[config.mk]
export PLATFORM = sky130hd
export DESIGN_NAME = cv32e40p_apu_responder
export DESIGN_NICKNAME = d
export VERILOG_FILES = /design/src/rtl/cv32e40p_apu_core_pkg.sv /design/src/rtl/cv32e40p_apu_resp_div.sv /design/src/rtl/cv32e40p_apu_responder.sv
export SDC_FILE = /design/constraint.sdc
export NUM_CORES = 2
export LEC_CHECK = 0
export BUFFER_PORTS_ARGS = -buffer_cell sky130_fd_sc_hd__buf_2
export CELL_PAD_IN_SITES_DETAIL_PLACEMENT = 0
export CELL_PAD_IN_SITES_GLOBAL_PLACEMENT = 1
export CORE_MARGIN = 4
export CORE_UTILIZATION = 40
export DETAILED_ROUTE_END_ITERATION = 16
export PLACE_DENSITY = 0.74
export SLEW_MARGIN = 40
export SYNTH_ARGS = -nofsm -noshare
export SYNTH_HDL_FRONTEND = slang
export SYNTH_SLANG_ARGS = --single-unit
[constraint.sdc]
create_clock -name clk -period 5.6 [get_ports clk]
set_clock_uncertainty 0.05 [all_clocks]
set_input_delay 1.4 -clock clk [delete_from_list [all_inputs] [get_ports clk]]
set_output_delay 1.4 -clock clk [all_outputs]
set_load 0.1 [all_outputs]
[src/rtl/cv32e40p_apu_core_pkg.sv]
// Shared types and constants for the APU responder: opcodes, flag bit positions,
// FSM states and the single-cycle ALU payload.
package cv32e40p_apu_core_pkg;

  localparam int unsigned APU_XLEN      = 32;
  localparam int unsigned APU_DIV_CNT_W = 5;

  localparam int unsigned APU_RFLAG_DZ  = 0;
  localparam int unsigned APU_RFLAG_ILL = 1;
  localparam int unsigned APU_RFLAG_OV  = 2;

  typedef enum logic [2:0] {
    APU_OP_ADD  = 3'd0,
    APU_OP_SUB  = 3'd1,
    APU_OP_MAC  = 3'd2,
    APU_OP_MIN  = 3'd3,
    APU_OP_MAX  = 3'd4,
    APU_OP_DIVU = 3'd5,
    APU_OP_REMU = 3'd6,
    APU_OP_RSVD = 3'd7
  } apu_resp_op_e;

  typedef enum logic [1:0] {
    IDLE   = 2'd0,
    SINGLE = 2'd1,
    MUL    = 2'd2,
    DIV    = 2'd3
  } apu_resp_state_e;

  typedef struct packed {
    logic [APU_XLEN-1:0] result;
    logic                dz;
    logic                ill;
    logic                ov;
  } apu_alu_resp_t;

endpackage

[src/rtl/cv32e40p_apu_resp_div.sv]
// Serial restoring divider: one quotient bit per cycle, 32 iterations after start.
// done_c and the *_c results are valid combinationally during the last iteration.
module cv32e40p_apu_resp_div
  import cv32e40p_apu_core_pkg::*;
(
  input  logic                     clk,
  input  logic                     rst_n,
  input  logic                     start_i,
  input  logic [APU_XLEN-1:0]      dividend_i,
  input  logic [APU_XLEN-1:0]      divisor_i,
  output logic                     done_c,
  output logic [APU_XLEN-1:0]      quotient_c,
  output logic [APU_XLEN-1:0]      remainder_c,
  output logic [APU_DIV_CNT_W-1:0] cnt_o
);

  localparam logic [APU_DIV_CNT_W-1:0] CNT_LAST = APU_DIV_CNT_W'(APU_XLEN - 1);

  logic                     active_q, active_d;
  logic [APU_DIV_CNT_W-1:0] cnt_q, cnt_d;
  logic [APU_XLEN-1:0]      quo_q, quo_d;
  logic [APU_XLEN-1:0]      rem_q, rem_d;
  logic [APU_XLEN-1:0]      dvs_q, dvs_d;

  logic [APU_XLEN:0]        rem_sh;
  logic                     ge;
  logic [APU_XLEN-1:0]      rem_nxt;
  logic [APU_XLEN-1:0]      quo_nxt;

  // One restoring step: shift in the next dividend bit, subtract if it fits.
  always_comb begin
    rem_sh  = {rem_q, quo_q[APU_XLEN-1]};
    ge      = (rem_sh >= {1'b0, dvs_q});
    rem_nxt = ge ? APU_XLEN'(rem_sh - {1'b0, dvs_q}) : rem_sh[APU_XLEN-1:0];
    quo_nxt = {quo_q[APU_XLEN-2:0], ge};
  end

  always_comb begin
    active_d = active_q;
    cnt_d    = cnt_q;
    quo_d    = quo_q;
    rem_d    = rem_q;
    dvs_d    = dvs_q;
    if (start_i) begin
      active_d = 1'b1;
      cnt_d    = '0;
      quo_d    = dividend_i;
      rem_d    = '0;
      dvs_d    = divisor_i;
    end else if (active_q) begin
      quo_d = quo_nxt;
      rem_d = rem_nxt;
      if (cnt_q == CNT_LAST) begin
        active_d = 1'b0;
      end else begin
        cnt_d = cnt_q + APU_DIV_CNT_W'(1);
      end
    end
  end

  always_ff @(posedge clk or negedge rst_n) begin
    if (!rst_n) begin
      active_q <= 1'b0;
      cnt_q    <= '0;
      quo_q    <= '0;
      rem_q    <= '0;
      dvs_q    <= '0;
    end else begin
      active_q <= active_d;
      cnt_q    <= cnt_d;
      quo_q    <= quo_d;
      rem_q    <= rem_d;
      dvs_q    <= dvs_d;
    end
  end

  assign done_c      = active_q && (cnt_q == CNT_LAST);
  assign quotient_c  = quo_nxt;
  assign remainder_c = rem_nxt;
  assign cnt_o       = cnt_q;

endmodule

[src/rtl/cv32e40p_apu_responder.sv]
// APU-side responder: grants one request at a time, runs ALU/MAC/divide and
// returns the registered result with a one-cycle rvalid pulse.
module cv32e40p_apu_responder #(
  parameter int unsigned APU_NARGS_CPU    = 3,
  parameter int unsigned APU_WOP_CPU      = 6,
  parameter int unsigned APU_NUSFLAGS_CPU = 5,
  parameter int unsigned MUL_LAT          = 2
) (
  input  logic                             clk,
  input  logic                             rst_n,
  input  logic                             apu_req_i,
  output logic                             apu_gnt_o,
  input  logic [APU_NARGS_CPU-1:0][31:0]   apu_operands_i,
  input  logic [APU_WOP_CPU-1:0]           apu_op_i,
  output logic                             apu_rvalid_o,
  output logic [31:0]                      apu_result_o,
  output logic [APU_NUSFLAGS_CPU-1:0]      apu_rflags_o,
  output logic                             busy_o
);

  import cv32e40p_apu_core_pkg::*;

  localparam int unsigned MAC_STAGES = MUL_LAT - 1;

  apu_resp_state_e                   state_q, state_d;
  logic                              rdy_q;
  logic                              rvalid_q, rvalid_d;
  logic [APU_XLEN-1:0]               result_q, result_d;
  logic [APU_NUSFLAGS_CPU-1:0]       rflags_q, rflags_d;
  logic                              busy_q;
  logic                              rem_sel_q, rem_sel_d;
  logic [MAC_STAGES-1:0][APU_XLEN-1:0] mac_q, mac_d;
  logic [MAC_STAGES-1:0]             mac_vld_q, mac_vld_d;

  apu_resp_op_e                      op_c;
  logic [APU_XLEN-1:0]               a_c, b_c, c_c, sum_c, diff_c, mac_c;
  logic                              gnt_c, mac_start_c, div_start_c;
  apu_alu_resp_t                     alu_c;
  logic [APU_NUSFLAGS_CPU-1:0]       alu_flags_c;

  logic                              div_done_c;
  logic [APU_XLEN-1:0]               div_quo_c, div_rem_c;
  logic [APU_DIV_CNT_W-1:0]          div_cnt;
  logic                              unused_bits;

  assign op_c   = apu_resp_op_e'(apu_op_i[2:0]);
  assign a_c    = apu_operands_i[0];
  assign b_c    = apu_operands_i[1];
  assign c_c    = apu_operands_i[2];
  assign sum_c  = a_c + b_c;
  assign diff_c = a_c - b_c;
  assign mac_c  = a_c * b_c + c_c;

  // rdy_q keeps the grant low until the first edge after reset release.
  assign gnt_c     = apu_req_i && rdy_q && (state_q == IDLE);
  assign apu_gnt_o = gnt_c;

  // Single-cycle ALU; divide entries only matter for the b==0 early-out.
  always_comb begin
    alu_c = '0;
    case (op_c)
      APU_OP_ADD: begin
        alu_c.result = sum_c;
        alu_c.ov     = (a_c[31] == b_c[31]) && (sum_c[31] != a_c[31]);
      end
      APU_OP_SUB: begin
        alu_c.result = diff_c;
        alu_c.ov     = (a_c[31] != b_c[31]) && (diff_c[31] != a_c[31]);
      end
      APU_OP_MIN:  alu_c.result = ($signed(a_c) < $signed(b_c)) ? a_c : b_c;
      APU_OP_MAX:  alu_c.result = ($signed(a_c) > $signed(b_c)) ? a_c : b_c;
      APU_OP_DIVU: begin
        alu_c.result = '1;
        alu_c.dz     = 1'b1;
      end
      APU_OP_REMU: begin
        alu_c.result = a_c;
        alu_c.dz     = 1'b1;
      end
      APU_OP_RSVD: alu_c.ill = 1'b1;
      default:     alu_c.result = mac_c;
    endcase
    alu_flags_c                = '0;
    alu_flags_c[APU_RFLAG_DZ]  = alu_c.dz;
    alu_flags_c[APU_RFLAG_ILL] = alu_c.ill;
    alu_flags_c[APU_RFLAG_OV]  = alu_c.ov;
  end

  // Single-cycle ops register on the granting edge, so SINGLE is passed through
  // in zero cycles and the responder is IDLE again in the rvalid cycle.
  always_comb begin
    state_d     = state_q;
    rvalid_d    = 1'b0;
    result_d    = result_q;
    rflags_d    = rflags_q;
    rem_sel_d   = rem_sel_q;
    mac_start_c = 1'b0;
    div_start_c = 1'b0;
    case (state_q)
      IDLE: begin
        if (gnt_c) begin
          if (op_c == APU_OP_MAC) begin
            mac_start_c = 1'b1;
            state_d     = MUL;
          end else if (((op_c == APU_OP_DIVU) || (op_c == APU_OP_REMU)) && (b_c != '0)) begin
            div_start_c = 1'b1;
            rem_sel_d   = (op_c == APU_OP_REMU);
            state_d     = DIV;
          end else begin
            rvalid_d = 1'b1;
            result_d = alu_c.result;
            rflags_d = alu_flags_c;
            state_d  = IDLE;
          end
        end
      end
      MUL: begin
        if (mac_vld_q[MAC_STAGES-1]) begin
          rvalid_d = 1'b1;
          result_d = mac_q[MAC_STAGES-1];
          rflags_d = '0;
          state_d  = IDLE;
        end
      end
      DIV: begin
        if (div_done_c) begin
          rvalid_d = 1'b1;
          result_d = rem_sel_q ? div_rem_c : div_quo_c;
          rflags_d = '0;
          state_d  = IDLE;
        end
      end
      default: state_d = IDLE;
    endcase
  end

  // MAC delay line: MUL_LAT-1 stages before the output register.
  always_comb begin
    mac_d        = mac_q;
    mac_vld_d    = mac_vld_q;
    mac_d[0]     = mac_start_c ? mac_c : mac_q[0];
    mac_vld_d[0] = mac_start_c;
    for (int unsigned i = 1; i < MAC_STAGES; i++) begin
      mac_d[i]     = mac_q[i-1];
      mac_vld_d[i] = mac_vld_q[i-1];
    end
  end

  always_ff @(posedge clk or negedge rst_n) begin
    if (!rst_n) begin
      state_q   <= IDLE;
      rdy_q     <= 1'b0;
      rvalid_q  <= 1'b0;
      result_q  <= '0;
      rflags_q  <= '0;
      busy_q    <= 1'b0;
      rem_sel_q <= 1'b0;
      mac_q     <= '0;
      mac_vld_q <= '0;
    end else begin
      state_q   <= state_d;
      rdy_q     <= 1'b1;
      rvalid_q  <= rvalid_d;
      result_q  <= result_d;
      rflags_q  <= rflags_d;
      busy_q    <= (state_d != IDLE);
      rem_sel_q <= rem_sel_d;
      mac_q     <= mac_d;
      mac_vld_q <= mac_vld_d;
    end
  end

  cv32e40p_apu_resp_div u_div (
    .clk         (clk),
    .rst_n       (rst_n),
    .start_i     (div_start_c),
    .dividend_i  (a_c),
    .divisor_i   (b_c),
    .done_c      (div_done_c),
    .quotient_c  (div_quo_c),
    .remainder_c (div_rem_c),
    .cnt_o       (div_cnt)
  );

  assign apu_rvalid_o = rvalid_q;
  assign apu_result_o = result_q;
  assign apu_rflags_o = rflags_q;
  assign busy_o       = busy_q;

  assign unused_bits = ^{apu_op_i, apu_operands_i, div_cnt};

endmodule

# Word level (Yosys, flattened, before mapping)
# Cells that the tools add are included.
[totals] inputBits=105 regBits=178 word_cells=110 out_inout_bits=40
[op_classes] muxes=49 order_cmp=3 multipliers=1 add_sub_neg=5 bitwise=1 eq_ne=20 reduce_logical=17
[op_table] operator="$mux 32" n=13
[op_table] operator="$pmux 32 s7" n=1
[op_table] operator="$pmux 32 s3" n=1
[op_table] operator="$add 32x32->32" n=2
[op_table] operator="$sub 32x32->32" n=2
[op_table] operator="$mux 5" n=8
[op_table] operator="$ge 33x32->1" n=1
[op_table] operator="$gt 32x32->1" n=1
[op_table] operator="$lt 32x32->1" n=1
[op_table] operator="$mul 32x32->32" n=1
[op_table] operator="$reduce_bool 32->1" n=1
[op_table] operator="$mux 1" n=17
[op_table] operator="$pmux 5 s3" n=1
[op_table] operator="$eq 3x3->1 const B" n=4
[op_table] operator="$ne 2x2->1 const B" n=6
[op_table] operator="$mux 2" n=5
[op_table] operator="$eq 3x2->1 const B" n=2
[op_table] operator="$logic_and 1x1->1" n=6
[op_table] operator="$pmux 2 s3" n=1
[op_table] operator="$reduce_and 6->1" n=1
[op_table] operator="$add 5x1->5 const B" n=1
[op_table] operator="$eq 5x5->1 const B" n=1
[op_table] operator="$eq 2x2->1 const B" n=2
[op_table] operator="$reduce_and 4->1" n=1
[op_table] operator="other kinds (13)" n=16

# Longest topological paths before layout
[logic_depth] word_depth=9 mapped_depth=30 mapped_depth_nobuf=28

# Cells and area by module
# From an unflattened synthesis, not the netlist that was laid out.
[unflattened] hier_cells=3935 hier_area_um2=32600.0
[by_module_without_submodules] mod="cv32e40p_apu_responder" n_inst=1 cells_each=3132 area_each_um2=25837.3 seq_area_each_um2=1851.8
[by_module_without_submodules] mod="cv32e40p_apu_resp_div" n_inst=1 cells_each=803 area_each_um2=6762.7 seq_area_each_um2=2552.4

# Least setup slack after synthesis
# Ideal clock, no wire load.
[synth_timing] path_type="in2reg" startpoint="in apu_operands_i[32] in the netlist's numbering" endpoint="reg mac_q[31] in the netlist's numbering" stages=28 path_buffers=3 slack_ns=-2.502 setup_time_ns=0.136 t_arrival_ns=7.916 required_time_ns=5.414 cell_sequence="clkbuf_1 -> clkbuf_1 -> nand2_1 -> fa_1 -> fa_1 -> inv_1 -> fa_1 -> inv_1 -> fa_1 -> inv_1 -> fa_1 -> fa_1 -> fa_1 -> inv_1 -> fa_1 -> inv_1 -> ha_1 -> clkbuf_1 -> nand3_1 -> or3_1 -> nand3_1 -> a21oi_1 -> o21ai_0 -> a21o_1 -> a31oi_1 -> o21ai_0 -> xnor2_1 -> o21ai_0"
[synth_between] elab_chain_cells=2
[synth_lines] item="start, declared" line="cv32e40p_apu_responder.sv:13" text="input logic [APU_NARGS_CPU-1:0][31:0] apu_operands_i,"
[synth_lines] item="$mul 32x32->32" line="cv32e40p_apu_responder.sv:52" text="assign mac_c = a_c * b_c + c_c;"
[synth_lines] item="$add 32x32->32" line="cv32e40p_apu_responder.sv:52"
[synth_lines] item="end signal, assigned" line="cv32e40p_apu_responder.sv:168" text="mac_q <= mac_d;"
[synth_lines] item="end, declared" line="cv32e40p_apu_responder.sv:32" text="logic [MAC_STAGES-1:0][APU_XLEN-1:0] mac_q, mac_d;"
# No other way between the ends.
# A chain may end at the register's enable or synchronous reset.

# Final worst setup path
[layout_timing] startpoint="in apu_operands_i[33] in the netlist's numbering" endpoint="reg result_q[24], in the netlist apu_result_o[24]"
[layout_between] elab_chain_cells=7 word_cells_on_any_way=17 cone_classes="add/sub: 3; mul: 1; order compare: 2; eq/ne: 1; mux: 7; reduce/logical: 3"
[layout_lines] item="$mul 32x32->32, or another cell as far along" line="cv32e40p_apu_responder.sv:52"
[layout_lines] item="$add 32x32->32, or another cell as far along" line="cv32e40p_apu_responder.sv:52"
[layout_lines] item="$pmux 32 s7" line="cv32e40p_apu_responder.sv:61" text="case (op_c)"
[layout_lines] item="$mux 32" line="cv32e40p_apu_responder.sv:105" text="end else if (((op_c == APU_OP_DIVU) || (op_c == APU_OP_REMU)) && (b_c != '0)) begin"
[layout_lines] item="$mux 32" line="cv32e40p_apu_responder.sv:102" text="if (op_c == APU_OP_MAC) begin"
[layout_lines] item="$mux 32" line="cv32e40p_apu_responder.sv:101" text="if (gnt_c) begin"
[layout_lines] item="$pmux 32 s3" line="cv32e40p_apu_responder.sv:99" text="case (state_q)"
[layout_lines] item="end signal, assigned" line="cv32e40p_apu_responder.sv:164" text="result_q <= result_d;"
[layout_lines] item="end, declared" line="cv32e40p_apu_responder.sv:28" text="logic [APU_XLEN-1:0] result_q, result_d;"
# Parallel ways exist; a longest one is shown, timed or not. The select of a mux whose other input is x is not followed.

==> metrics <==
outcome=complete, but fails checks; failing checks=setup timing; Via density=5.58; CP top delay family=adder cells; Avg Cell Area, Syn=8.36 um2; DP HPWL=109000 um; hold worst-path end=apu_result_o[8]$_DFFE_PN0P_; Reg-to-Reg Start=u_div.rem_q[9]$_DFFE_PN0P_; H-tree levels=4; Fill cells=7507; vias in the first global route=30000; Synth top area share=27.7%; Clk Latency, worst-skew pair=0.45 ns; Ports=145; Avg WL per Cell=25.1 um; # rows=103; Pre-Repair DR Iteration Count=9; fraction of layout cells with a size suffix above 1=23.1%; post-route worst setup slack=-2.04 ns; unrepaired setup endpoints after global routing=true; initial antenna violation count=12; worst path bufs/invs=7; Mapped Area=31800 um2; period utilization=136%; NumNets Final=5015; Hold Path Class=reg2reg; Worst-Margin Slew=0.807 ns; YS warnings=0; slowest stage delay, CP=0.54 ns; post-synth cell types=94; first-pass GRT wire length=199000 um; Rel. slew slack=46.2%; die area=84200 um2; Most used DFF post-synth=dfrtp_1; core area=79000 um2; r2r endpoint=apu_result_o[2]$_DFFE_PN0P_; CP required=5.88 ns; Final Hold Fails=0; final wirelength=134000 um; GPL Wtd Cong=1.01; via count=29700; IO Port Bufs=139; Post-synth EDFFs=0; pin count of the biggest net entering global routing=112; largest cells by area after synthesis=fa_1 28%, dfrtp_1 14%, ha_1 8.7%, inv_1 7.0%, and2_1 5.8%; Crit path arrival time=7.92 ns; Setup crit start kind=input pin; clock tree sinks=176; Remaining Overflow, GRT=0; WHS Path Cells=2; r2r setup slk=1.49 ns; Reg clk slew, reported paths=0.08 ns; clock buffer count from CTS=17; CTS tree=done; final core utilization=50.3%; remaining antenna violation count after routing=0; cell mode on critical path=fa_1; GRT Overall Usage=31.3%; area leader, netlist=fa_1; DRC Markers=0; clock buffer depth=2; Iter 0 DRT Violations=3021; die width=290 um; Clk Tree Root Cell=clkbuf_16; asr flop ratio synth=100%; max_cap viols=0; Slew Viols, Final=0; critical path fanouts, max=8; synthesized flop and latch total=176; Worst path slowest cell=fa_1; crit end category=flip-flop; CP Depth=27; critical path class=in2reg; Worst Min Path Start=apu_result_o[8]$_DFFE_PN0P_; final worst path period need=7.64 ns; Initial Util=40.3%; Die Y=290 um; Layout area overhead=24.8%; r2r worst-path depth=13; Achievable Freq=131 MHz; sequential area share after synthesis=13.8%; final setup violating endpoints=40; Cells after Synth=3808
==> cell usage in the layout (no fill, tap or decap), drive strengths merged, types with 12 or more instances in the layout <==
cell	netlist	final
nand4	13	13
nor4	17	17
o211ai	27	27
nor3	42	42
nor2	204	204
a211oi	64	64
a221oi	17	17
o311ai	12	12
buf	43	652
nand2	422	422
dfrtp	176	176
o21bai	15	15
xnor2	103	103
a21oi	173	173
and2	294	294
o21a	15	15
a21o	32	32
a31oi	25	25
mux2i	72	72
o21ai	238	238
nor2b	16	16
o221ai	14	14
ha	221	221
xor2	38	38
fa	441	441
mux2	20	20
and3	18	18
nand2b	22	22
clkbuf	194	23
inv	594	598
or3	19	19
nand3	48	48
==> metrics by stage <==
stage                     setup slack [ns]  hold WS (ns)  TNS [ns]  area, um2  instances
final                                -2.04         0.433    -62.23      39700       5316
after global routing                 -2.22         0.446    -68.92      39700       5315
after CTS                            -2.00         0.434    -60.74      39000       5293
after detailed placement             -2.78         0.421    -90.88      37200       5241
after global placement               -2.74         0.418    -89.15      37100       5239
after floorplan                      -2.09         0.400    -59.35      32600       3809
==> routing by layer <==
metal	GRT usage (%)	part of all wire [%]	up-vias	routed length (um)
met3	6.69	9.4	313	12600
met2	47.3	43	1362	57700
met1	42.7	41	14800	54600
li1	-	-	13200	-
met4	15.5	6.6	4	8770
met5	0	0.017	-	23
==> sequential cells by signal, summed over array words and instances (netlist names) <==
register,cells
apu_result_o,32
apu_rflags_o,3
apu_rvalid_o,1
busy_o,1
mac_q,32
mac_vld_q,1
rdy_q,1
rem_sel_q,1
state_q,2
u_div.active_q,1
u_div.cnt_o,5
u_div.dvs_q,32
u_div.quo_q,32
u_div.rem_q,32
==> area by class of cell <==
| cell class | count | area (um2) | area share, % |
|---|---|---|---|
| clock inverters | 13 | 130 | 0.327 |
| diodes | 5 | 12.5 | 0.0315 |
| clock buffers | 19 | 443 | 1.11 |
| multi-input cells | 2799 | 25700 | 64.7 |
| repair buffers | 657 | 5490 | 13.8 |
| flip-flops and latches | 176 | 4410 | 11.1 |
| well taps | 1050 | 1310 | 3.31 |
| inverters | 597 | 2240 | 5.64 |
==> worst max-delay path by stage <==
stage / from / end / slack, ns
floorplan: apu_operands_i[39] / apu_result_o[23]$_DFFE_PN0P_ / -2.09
global placement: apu_operands_i[34] / apu_result_o[30]$_DFFE_PN0P_ / -2.74
detailed placement: apu_operands_i[34] / apu_result_o[30]$_DFFE_PN0P_ / -2.78
CTS: apu_operands_i[33] / apu_result_o[24]$_DFFE_PN0P_ / -2.00
global route: apu_operands_i[33] / apu_result_o[26]$_DFFE_PN0P_ / -2.22
finish: apu_operands_i[33] / apu_result_o[24]$_DFFE_PN0P_ / -2.04
==> cell usage after synthesis, types with 20 or more instances <==
master / instances
nand2_1: 422
nand2b_1: 22
xnor2_1: 103
a31oi_1: 25
a21oi_1: 170
o211ai_1: 26
ha_1: 221
clkbuf_1: 194
and2_1: 293
buf_2: 20
a21o_1: 32
fa_1: 441
o21ai_0: 231
nor3_1: 40
mux2i_1: 72
inv_1: 592
nor2_1: 203
dfrtp_1: 176
nand3_1: 48
a211oi_1: 64
xor2_1: 38
==> cell families (layout without fill, tap and decap cells) <==
group	Yosys count	count (layout)	synth area share, %
flip-flops	176	176	13.8
XOR/XNOR	141	141	3.88
other	2	8	0.0236
AND/OR/NAND/NOR	1147	1147	17.5
buffers and inverters	834	1286	10.1
AO/OA/AOI/OAI	754	754	15.4
multiplexers	92	92	2.98
adder cells (fa/ha/maj)	662	662	36.4
==> what timing repair did <==
action                     4_1_cts  5_1_grt
gates resized for setup        250      136
pin swaps                      104      130
setup endpoints to repair       44       43
hold buffers                     0        0
gates cloned                     4        1
setup buffers                   31       28
==> worst register-to-register path, stage by stage, from the launching register on <==
cell and delay (ns):
dfrtp_1 0.40, ha_1 0.39, a21oi_2 0.21, o21a_1 0.14, a21oi_1 0.10, nor3_1 0.44, a211oi_1 0.19, or3_1 0.62
buf_4 0.28, mux2_4 0.33, mux2_2 0.31, a222oi_1 0.23, buf_4 0.22, o21ai_1 0.07
Power is left out: the tool's default activity adds up to more than one toggle a clock period on the data nets, which glitch-free logic cannot reach.
